$ cat config.mk
export PLATFORM = sky130hd
export DESIGN_NAME = mdu_hilo
export DESIGN_NICKNAME = d
export VERILOG_FILES = /design/src/rtl/mdu_hilo.sv
export SDC_FILE = /design/constraint.sdc
export NUM_CORES = 1
export LEC_CHECK = 0
export CORE_MARGIN = 1.5
export CORE_UTILIZATION = 55
export DETAILED_ROUTE_END_ITERATION = 16
export PLACE_DENSITY = 0.76
export SYNTH_ARGS = -nofsm -noshare
export SYNTH_HDL_FRONTEND = slang
export SYNTH_SLANG_ARGS = --single-unit
$ cat constraint.sdc
create_clock -name clk -period 15.38 [get_ports clk]
set_clock_uncertainty 0.15 [all_clocks]
set_input_delay 4.614 -clock clk [delete_from_list [all_inputs] [get_ports clk]]
set_output_delay 4.614 -clock clk [all_outputs]
set_load 0.05 [all_outputs]
$ cat src/rtl/mdu_hilo.sv
// mdu_hilo: iterative multiply/divide unit with architectural HI/LO registers.
// MULT/MULTU use shift-add and DIV/DIVU use restoring division, one bit per
// cycle. MTHI/MTLO write HI/LO directly.
// Optional build macro MDU_FAST_MUL_EN swaps the iterative multiply for a
// single-cycle 32x32 multiplier. Division is unaffected by the macro.
module mdu_hilo (
    input  logic        clk,
    input  logic        rst,
    input  logic        start,
    input  logic [2:0]  op,
    input  logic [31:0] src1,
    input  logic [31:0] src2,
    input  logic        flush,
    output logic        busy,
    output logic        done,
    output logic [31:0] hi,
    output logic [31:0] lo
);

    typedef enum logic {S_IDLE, S_CALC} state_t;

    state_t      state_reg;
    logic [5:0]  count_reg;
    logic [63:0] acc_reg;      // mul: {partial product, multiplier}; div: {remainder, dividend/quotient}
    logic [31:0] opb_reg;      // mul: multiplicand; div: divisor
    logic        is_div_reg;
    logic        neg_q_reg;    // product/quotient negated on write
    logic        neg_r_reg;    // remainder takes dividend sign
    logic        div_zero_reg;
    logic [31:0] hi_reg;
    logic [31:0] lo_reg;
    logic        done_reg;

    // Op decode and operand magnitudes for the issue cycle
    logic        is_mul, is_div, is_signed;
    logic [31:0] a_abs, b_abs;

    assign is_mul    = (op == 3'b000) || (op == 3'b001);
    assign is_div    = (op == 3'b010) || (op == 3'b011);
    assign is_signed = !op[0];
    assign a_abs     = (is_signed && src1[31]) ? (32'd0 - src1) : src1;
    assign b_abs     = (is_signed && src2[31]) ? (32'd0 - src2) : src2;

    // One shift-add multiply step: add multiplicand if LSB set, shift right
    logic [32:0] mul_sum;
    logic [63:0] mul_next;
    assign mul_sum  = {1'b0, acc_reg[63:32]} + (acc_reg[0] ? {1'b0, opb_reg} : 33'd0);
    assign mul_next = {mul_sum, acc_reg[31:1]};

    // One restoring-division step: shift in next dividend bit, subtract if it fits
    logic [32:0] div_trial;
    logic        div_ge;
    logic [31:0] div_diff;
    logic [63:0] div_next;
    assign div_trial = {acc_reg[63:32], acc_reg[31]};
    assign div_ge    = div_trial >= {1'b0, opb_reg};
    assign div_diff  = div_trial[31:0] - opb_reg;
    assign div_next  = {(div_ge ? div_diff : div_trial[31:0]), acc_reg[30:0], div_ge};

    logic [63:0] step_next;
    assign step_next = is_div_reg ? div_next : mul_next;

    // Final raw result and the condition that ends CALC
    logic        last_step;
    logic [63:0] final_acc;
`ifdef MDU_FAST_MUL_EN
    assign last_step = is_div_reg ? (count_reg == 6'd31) : 1'b1;
    assign final_acc = is_div_reg ? div_next
                                  : ({32'd0, opb_reg} * {32'd0, acc_reg[31:0]});
`else
    assign last_step = (count_reg == 6'd31);
    assign final_acc = step_next;
`endif

    // Signed fix-up; divide-by-zero forces LO to all ones, and HI naturally
    // becomes src1 because |src1| is restored to the dividend's sign.
    logic [63:0] prod_fix;
    logic [31:0] quot_fix, rem_fix;
    assign prod_fix = neg_q_reg ? (64'd0 - final_acc) : final_acc;
    assign quot_fix = div_zero_reg ? 32'hFFFF_FFFF
                    : (neg_q_reg ? (32'd0 - final_acc[31:0]) : final_acc[31:0]);
    assign rem_fix  = neg_r_reg ? (32'd0 - final_acc[63:32]) : final_acc[63:32];

    // Control FSM, iteration datapath and HI/LO registers
    always_ff @(posedge clk or negedge rst) begin
        if (!rst) begin
            state_reg    <= S_IDLE;
            count_reg    <= 6'd0;
            acc_reg      <= 64'd0;
            opb_reg      <= 32'd0;
            is_div_reg   <= 1'b0;
            neg_q_reg    <= 1'b0;
            neg_r_reg    <= 1'b0;
            div_zero_reg <= 1'b0;
            hi_reg       <= 32'd0;
            lo_reg       <= 32'd0;
            done_reg     <= 1'b0;
        end else begin
            done_reg <= 1'b0;
            case (state_reg)
                S_IDLE: begin
                    if (start && !flush) begin
                        if (is_mul || is_div) begin
                            state_reg    <= S_CALC;
                            count_reg    <= 6'd0;
                            acc_reg      <= {32'd0, (is_div ? a_abs : b_abs)};
                            opb_reg      <= is_div ? b_abs : a_abs;
                            is_div_reg   <= is_div;
                            neg_q_reg    <= is_signed && (src1[31] ^ src2[31]);
                            neg_r_reg    <= is_signed && src1[31];
                            div_zero_reg <= is_div && (src2 == 32'd0);
                        end else if (op == 3'b100) begin
                            hi_reg   <= src1;
                            done_reg <= 1'b1;
                        end else if (op == 3'b101) begin
                            lo_reg   <= src1;
                            done_reg <= 1'b1;
                        end
                    end
                end
                S_CALC: begin
                    if (flush) begin
                        state_reg <= S_IDLE;
                    end else if (last_step) begin
                        state_reg <= S_IDLE;
                        done_reg  <= 1'b1;
                        if (is_div_reg) begin
                            hi_reg <= rem_fix;
                            lo_reg <= quot_fix;
                        end else begin
                            hi_reg <= prod_fix[63:32];
                            lo_reg <= prod_fix[31:0];
                        end
                    end else begin
                        acc_reg   <= step_next;
                        count_reg <= count_reg + 6'd1;
                    end
                end
                default: state_reg <= S_IDLE;
            endcase
        end
    end

    // Stall covers the issue cycle combinationally, then CALC
    assign busy = (state_reg == S_CALC) || (start && (is_mul || is_div) && !flush);
    assign done = done_reg;
    assign hi   = hi_reg;
    assign lo   = lo_reg;

endmodule

* Word-level counts from Yosys, hierarchy flattened
Index checks and enable logic that the tools add are counted. W data, S select, Z words.
Operators by class: $add $sub $neg 8, multiply operators 0, divide/modulo/power cells 0, $lt $le $gt $ge 1, eq/ne operators 15, shift operators 0, mux-type cells 48, bitwise operators 2, reduce and logical (&&, ||, !) cells 19
Operators with widths (number):
- $mux W32 | 22
- $mux W64 | 6
- $pmux W32 S2 | 2
- $pmux W64 S2 | 1
- $sub A1 B32 Y32 const A | 4
- $sub A1 B64 Y64 const A | 1
- $add A32 B32 Y33 | 1
- $ge A33 B32 Y1 | 1
- $logic_not A32 Y1 | 1
- $sub A32 B32 Y32 | 1
- $mux W6 | 4
- $ne A2 B2 Y1 const B | 8
- $pmux W6 S2 | 1
- $mux W1 | 10
- $logic_and A1 B1 Y1 | 7
- $add A6 B1 Y6 const B | 1
- $eq A3 B2 Y1 const B | 2
- $eq A3 B3 Y1 const B | 2
- $eq A6 B5 Y1 const B | 1
- $reduce_and A6 Y1 | 1
- $reduce_and A5 Y1 | 1
- $logic_or A1 B1 Y1 | 4
- $pmux W1 S2 | 2
- $reduce_and A4 Y1 | 1
- other kinds (7) | 8
Storage, ports and cells: register bits 172, bits in latches 0, memory bits (writable) 0, memory bits (read-only) 0, input bits 71, output and inout bits 66, memories 0

* Depth between registers and ports, before layout
Gate-level depths: netlist of the first run.
depth after elaboration 10, depth in mapped cells 24, gate-level depth less buffers 19

* Worst setup path before layout of the first run
OpenSTA, ideal clock, no wires.
kind input to output, start input op[2], end output busy, arrival 5.163 ns, required time 10.616 ns, setup slack 5.453 ns, cell stages on the path 2, path buffers 0, cells stage by stage nor3b_1 > or2_2
Between the ends: longest elaborated chain between the ends 6, elaborated cells between the ends (all ways) 10
RTL lines:
- start, declared | line 10 | input logic [2:0] op,
- $eq A3 B1 Y1 (tied with other cells) | line 38 | assign is_mul = (op == 3'b000) || (op == 3'b001);
- $logic_or A1 B1 Y1, on equally long branches | line 38, 39
- $logic_or A1 B1 Y1 * | line 145 | assign busy = (state_reg == S_CALC) || (start && (is_mul || is_div) && !flush);
- $logic_and A1 B1 Y1 * (2 in series) | line 145
- $logic_or A1 B1 Y1 * | line 145
- end, declared | line 14 | output logic busy,
Mark *: on every way between the ends. The rest lies on a longest branch, timed or not.

* Final worst setup path of the first run
start input flush, end output busy
Between the ends: longest elaborated chain between the ends 3
RTL lines:
- start, declared | line 13 | input logic flush,
- $logic_not A1 Y1 | line 145
- $logic_and A1 B1 Y1 | line 145
- $logic_or A1 B1 Y1 | line 145
Every way passes these cells.

==> results of run 1 <==
==> tightest hold or removal path, cell delays in order, from the launching register on <==
cell and delay [ns]:
dfrtp_1 0.34, nand2_1 0.04, o21ai_0 0.06
==> per-stage QoR <==
step            util  hold slack [ns]
3_3_place_gp   0.612            0.313
5_1_grt        0.632            0.364
4_1_cts        0.632            0.340
6_report       0.632            0.335
3_5_place_dp   0.612            0.324
2_1_floorplan      -            0.300
==> layer usage <==
layer | GRT usage | part of all wire
met2 | 0.644 | 0.44
met5 | 0 | 0
met1 | 0.537 | 0.41
met4 | 0.242 | 0.065
met3 | 0.0906 | 0.092
==> kinds of logic (layout without fill, tap and decap cells) <==
family,count (synthesis),after routing
buffers and inverters,197,259
flip-flops,172,172
AND/OR/NAND/NOR,773,773
AO/OA/AOI/OAI,710,710
multiplexers,60,60
adder cells (fa/ha/maj),71,71
XOR/XNOR,149,149
==> how the worst min path moves through the flow <==
stage	start	endpoint	slack [ns]
6_report	lo[19]	lo[19]	0.34
3_3_place_gp	hi[7]	hi[7]	0.31
2_1_floorplan	div_zero_reg	div_zero_reg	0.30
3_5_place_dp	hi[2]	hi[2]	0.32
5_1_grt	lo[9]	lo[9]	0.36
4_1_cts	lo[18]	lo[18]	0.34
==> area by class of cell <==
type,instances,area (um2)
Tap cell,384,480
Timing Repair Buffer,159,1540
Clock buffer,20,437
Clock inverter,10,144
Sequential cell,172,4310
Multi-Input combinational cell,1763,11000
Inverter,70,263
Fill cell,2632,10600
==> power by group through the flow <==
stage	clock network [mW]	registers, mW	logic, mW
4_1_cts	0.463	0.716	2.01
3_5_place_dp	0	0.723	2.00
6_report	0.465	0.722	2.06
2_1_floorplan	0	0.838	1.24
5_1_grt	0.480	0.737	2.19
3_3_place_gp	0	0.720	1.98
==> placed cells by master, fill, tap and decap left out, drive strengths merged, types with 11 or more instances in the layout <==
| cell | Yosys | final |
|---|---|---|
| mux2i | 36 | 36 |
| buf | 36 | 24 |
| clkdlybuf4s50 | 0 | 135 |
| nor4 | 23 | 23 |
| a211oi | 59 | 59 |
| a31oi | 32 | 32 |
| nor3 | 49 | 49 |
| inv | 69 | 70 |
| a21o | 27 | 27 |
| a21oi | 210 | 210 |
| o22ai | 38 | 38 |
| dfrtp | 172 | 172 |
| and2 | 46 | 46 |
| nor3b | 18 | 18 |
| nand2b | 18 | 18 |
| or3 | 24 | 24 |
| ha | 69 | 69 |
| nand3 | 67 | 67 |
| nor2b | 18 | 18 |
| and3 | 11 | 11 |
| nor2 | 204 | 204 |
| xnor2 | 86 | 86 |
| clkbuf | 91 | 20 |
| o31ai | 19 | 19 |
| xor2 | 63 | 63 |
| nand2 | 240 | 240 |
| nand4 | 18 | 18 |
| o21ai | 211 | 211 |
| o211ai | 18 | 18 |
| mux2 | 24 | 24 |
==> impl_results.md, run 1 <==
* Share of the synthesized area in the top cell type at 0.267
* DRC viols at 0
* Max Slew Vio Count at 0
* Post-Syn Area at between 15000 and 20000 um2
* Antenna-violating nets left at 0
* Cts-stage hold buffer count at 0
* Startpoint class of the critical path: input pin
* Mean post-synth cell area at 7.55 um2
* First-pass GRT wire length at ~96000 um
* Layout cell share with drive strength beyond 1 at 0.0556
* Post-synth top flop: dfrtp_1
* Levels on crit path at 4
* Core area at 28800 um2
* Total power at 3.24 mW
* GP Congestion at approximately 1.0
* Critical path capture point: busy
* Via count at around 17000
* Clock slew seen by the registers of the worst setup and hold paths at 0.07 ns
* Synth Area in XOR/XNOR at 0.0811
* Max reg flops at 64
* Mapped Nets at 2274
* Logic pwr share at 0.634
* Worst-case reg-to-reg path depth at 18
* Hold path cells at 2
* Non-Filler Instances at roughly 2600
* DRT Pass-1 Iters at 7
* Synth Area in Compound Gates at 0.274
* GRT overflow at 0
* EDFF count, synth at 0
* Fin Setup TNS at 0 ns
* Fin. Hold Viols at 0
* RSZ-0062 raised after global routing: false
* Min Tclk post-route at 11.29 ns
* PD cells at ~180 nW/um2
* CP bufs+invs at 2
* Cell family with most CP delay: buffers and inverters
* Crit-path most repeated cell: clkdlybuf4s50_1
* Reg-to-Reg End: hi[28]
* CP max FO at 7
* Dpl ws at between 4 and 5 ns
* PostCTS Resize Cnt at 0
* Sw power at between 1.5 and 2 mW
* Final setup fails at 0
* CP max-delay cell: clkdlybuf4s50_1
* CTS buffer count at 17
* Htree depth at 4
* Area leader, netlist: dfrtp_1
* Vias in the first global route at between 15000 and 20000
* WP data required at roughly 11 ns
* Worst rel slew slack at 0.252
* Post-Route WL at about 63000 um
* Reg2Reg Setup Slack at 8.79 ns
* Simple-gate share of the synthesized area at 0.233
* Largest net degree at the start of global routing at 94
* Post-DP HPWL at 48300 um
* Reg2reg start: acc_reg[47]
* Kind of critical path: in -> out
* Global Route Usage Sum at 0.416
* Post CTS Setup Buffer Count at 0
* Fin crit share at 0.734
* Sw frac at 0.527
* Die height at 174 um
* PnR worst setup slack at approximately 4 ns
* CP Capture Type: output port
* Cell area after layout at about 18000 um2
* Fmax at 88.6 MHz
* Root buffer cell: clkbuf_16
* Initial antenna violation count at 1
* Clock network fraction of total power at 0.143
* Input/output buffers at 136
* IO Count at ~140
* Pint at roughly 1.5 mW
* Largest family of logic cells by synthesized area: compound AO/OA/AOI/OAI gates
* Crit. Startpoint: flush
* Reg power frac at 0.223
* Synth unique cells at between 90 and 100
* Async set-reset flop share out of synthesis at 1.00
* Mux contribution to synthesized area at 0.0394
* Synth warn at 0
* Nets@finish at approximately 2300
* Number of vias per cell at 6.68
* DIE AREA at around 30000 um2
* Dpl cell area at between 15000 and 20000 um2
* Syn-to-layout area delta at 13.0%
* Chip width at 174 um
* Worst-skew pair later-pin latency at roughly 0.47 ns
* Sequential share of the synthesized area at 0.267
* Maximum vdd ir drop at 104 uV
* ANT cells at 0
* Crit-path cells: clkdlybuf4s50_1 -> nor3b_1 -> or2_2 -> clkdlybuf4s50_1
* Number of clock sinks at ~170
* Commonest cells post-synth: nand2_1, a21oi_1, nor2_1, o21ai_0, dfrtp_1
* Post-synthesis adder-cell area fraction at 0.0561
* Hold Crit Class: reg -> reg
* Worst-Margin Slew at 1.12 ns
* CTS tree: yes
* Synthesis-stage register bit count at between 150 and 200
* Worst Path Arrival at between 6 and 7 ns
* Max_cap viols at 0
* Leak Pwr at about 7.5 nW
* Most frequent cell after synthesis: nand2_1
* WL per Instance at ~25 um
* Initial Util at 0.559
* Inst Count DP at roughly 2500
* Top cells by area, synth: dfrtp_1, a21oi_1, o21ai_0, nand2_1, ha_1
* Clk buf depth at 2
* # rows at between 60 and 70
* Status: completed
* CP peak stage delay at between 0.7 and 0.8 ns
* Synth Instances at 2132
* DRT iter0 DRCs at ~2100
Note: power is estimated with default switching activity, not from simulation.
==> inputs of run 2 (changes only) <==
--- a/config.mk
+++ b/config.mk
@@ -6,9 +6,9 @@
 export NUM_CORES = 1
 export LEC_CHECK = 0
 export CORE_MARGIN = 1.5
-export CORE_UTILIZATION = 55
+export CORE_UTILIZATION = 54
 export DETAILED_ROUTE_END_ITERATION = 16
-export PLACE_DENSITY = 0.76
+export PLACE_DENSITY = 0.78
 export SYNTH_ARGS = -nofsm -noshare
 export SYNTH_HDL_FRONTEND = slang
 export SYNTH_SLANG_ARGS = --single-unit
==> constraint.sdc (replaced) <==
create_clock -name clk -period 9.3 [get_ports clk]
set_clock_uncertainty 0.15 [all_clocks]
set_input_delay 2.79 -clock clk [delete_from_list [all_inputs] [get_ports clk]]
set_output_delay 2.79 -clock clk [all_outputs]
set_load 0.05 [all_outputs]
==> impl_results.md, run 2 (same netlist as run 1, synthesis figures left out) <==
* RSZ-0062 raised after global routing: false
* Max_cap viols at 0
* Total power at ~5.4 mW
* DIE AREA at approximately 31000 um2
* Layout cell share with drive strength beyond 1 at 0.0561
* Largest net degree at the start of global routing at 94
* Post-DP HPWL at ~48000 um
* Sw frac at 0.512
* # rows at between 60 and 70
* Number of clock sinks at 172
* Dpl cell area at roughly 18000 um2
* Worst hold start: hi[3]
* DRT iter0 DRCs at 1976
* Htree depth at 4
* Antenna-violating nets left at 0
* Register Area at 4310 um2
* Chip width at 176 um
* IO Count at 137
* Number of vias per cell at around 6.6
* GRT overflow at 0
* Input/output buffers at 136
* Fmax at ~130 MHz
* Fin Setup TNS at 0 ns
* WP data required at about 6.4 ns
* Worst Path Arrival at between 4 and 5 ns
* Hold worst-path end: hi[3]
* Syn-to-layout area delta at 13.6%
* Reg2Reg Setup Slack at about 2.7 ns
* Final setup fails at 0
* Via count at around 17000
* Most frequent cells in the layout: nand2_1, a21oi_1, nor2_1
* Worst-Margin Slew at approximately 1.1 ns
* Pint at 2.65 mW
* Nets@finish at 2322
* Post-Route WL at around 62000 um
* Clock network fraction of total power at 0.164
* Fillers at roughly 2700
* Die height at about 180 um
* Root buffer cell: clkbuf_16
* Initial Util at 0.546
* CP max FO at 7
* Reg2reg start: acc_reg[47]
* PostCTS Resize Cnt at 0
* DRT Pass-1 Iters at 6
* Worst rel slew slack at 0.256
* Fin. Hold Viols at 0
* Maximum vdd ir drop at approximately 150 uV
* CTS tree: yes
* Global Route Usage Sum at 0.405
* Worst-case reg-to-reg path depth at 18
* GP Congestion at around 1.0
* Logic pwr share at 0.615
* WL per Instance at roughly 24 um
* Cell area after layout at 18300 um2
* Commonest non-fill, non-tap cell in the layout: nand2_1
* Clock slew seen by the registers of the worst setup and hold paths at around 0.070 ns
* ANT cells at 0
* Max reg flops at 64
* Status: completed
* Sw power at 2.78 mW
* Startpoint class of the critical path: input pin
* Core area at roughly 29000 um2
* Multi-input logic area at around 11000 um2
* Hold path cells at 1
* Reg-to-Reg End: hi[28]
* Worst-skew pair later-pin latency at roughly 0.46 ns
* Fin crit share at 0.827
* DRC viols at 0
* CTS buffer count at 17
* Post CTS Setup Buffer Count at 0
* Cts-stage hold buffer count at 0
* Vias in the first global route at ~16000
* CP Capture Type: output port
* Clk buf depth at 2
* Reg power frac at 0.221
* Hold Crit Class: reg -> reg
* Max Slew Vio Count at 0
* Initial antenna violation count at 1
* Kind of critical path: in -> out
* Min Tclk post-route at between 7 and 8 ns
* PD cells at ~300 nW/um2
* First-pass GRT wire length at ~95000 um
* Leak Pwr at 7.52 nW
[run 2: cell types whose count changed in the layout (fill, tap and decap cells not counted)]
| cell | change |
|---|---|
| buf_4 | -3 |
| nor3b_2 | +1 |
| clkinv_4 | -1 |
| clkbuf_8 | +1 |
| inv_6 | +1 |
| inv_8 | +1 |
| nor3b_4 | -1 |
| clkinvlp_4 | -2 |
| clkbuf_1 | -2 |
| bufinv_16 | +4 |
[run 2: metrics by stage]
stage	util	std cells	hold WS, ns	worst slack [ns]
CTS	0.621	2583	0.333	1.61
global placement	0.597	2551	0.312	1.59
global route	0.621	2583	0.353	1.57
floorplan	-	2132	0.300	3.02
finish	0.621	2583	0.335	1.61
detailed placement	0.597	2551	0.318	1.63
[run 2: layout make-up]
cell class | instances | share of cell area
clock inverter | 13 | 0.0142
multi-input combinational | 1763 | 0.602
inverter | 70 | 0.0144
tap | 390 | 0.0267
clock buffer | 19 | 0.0242
timing repair buffer | 156 | 0.0827
sequential | 172 | 0.236
[run 2: worst max path at each step]
stage	start	endpoint	slack [ns]	depth (start not counted)
finish	flush	busy	1.61	4
floorplan	op[2]	busy	3.02	2
global route	flush	busy	1.57	4
CTS	flush	busy	1.61	4
global placement	flush	busy	1.59	4
detailed placement	flush	busy	1.63	4
[run 2: power groups by stage]
stage,Sequential (mW),Clock [mW],Combinational (mW)
4_1_cts,1.19,0.889,3.28
2_1_floorplan,1.39,0,2.05
3_5_place_dp,1.20,0,3.26
6_report,1.20,0.894,3.35
3_3_place_gp,1.20,0,3.21
5_1_grt,1.23,0.916,3.57
[run 2: per-layer routing]
| layer | global-route usage | up-vias | wire length, um |
|---|---|---|---|
| met5 | 0 | - | 0 |
| met4 | 0.276 | 0 | 4800 |
| met3 | 0.0729 | 251 | 5210 |
| met2 | 0.621 | 902 | 27400 |
| met1 | 0.520 | 8096 | 25100 |
| li1 | - | 7811 | - |
[run 2: worst max-delay path, cell delays in order]
cell	delay, ns
clkdlybuf4s50_1	0.60
nor3b_1	0.39
or2_2	0.18
clkdlybuf4s50_1	0.79
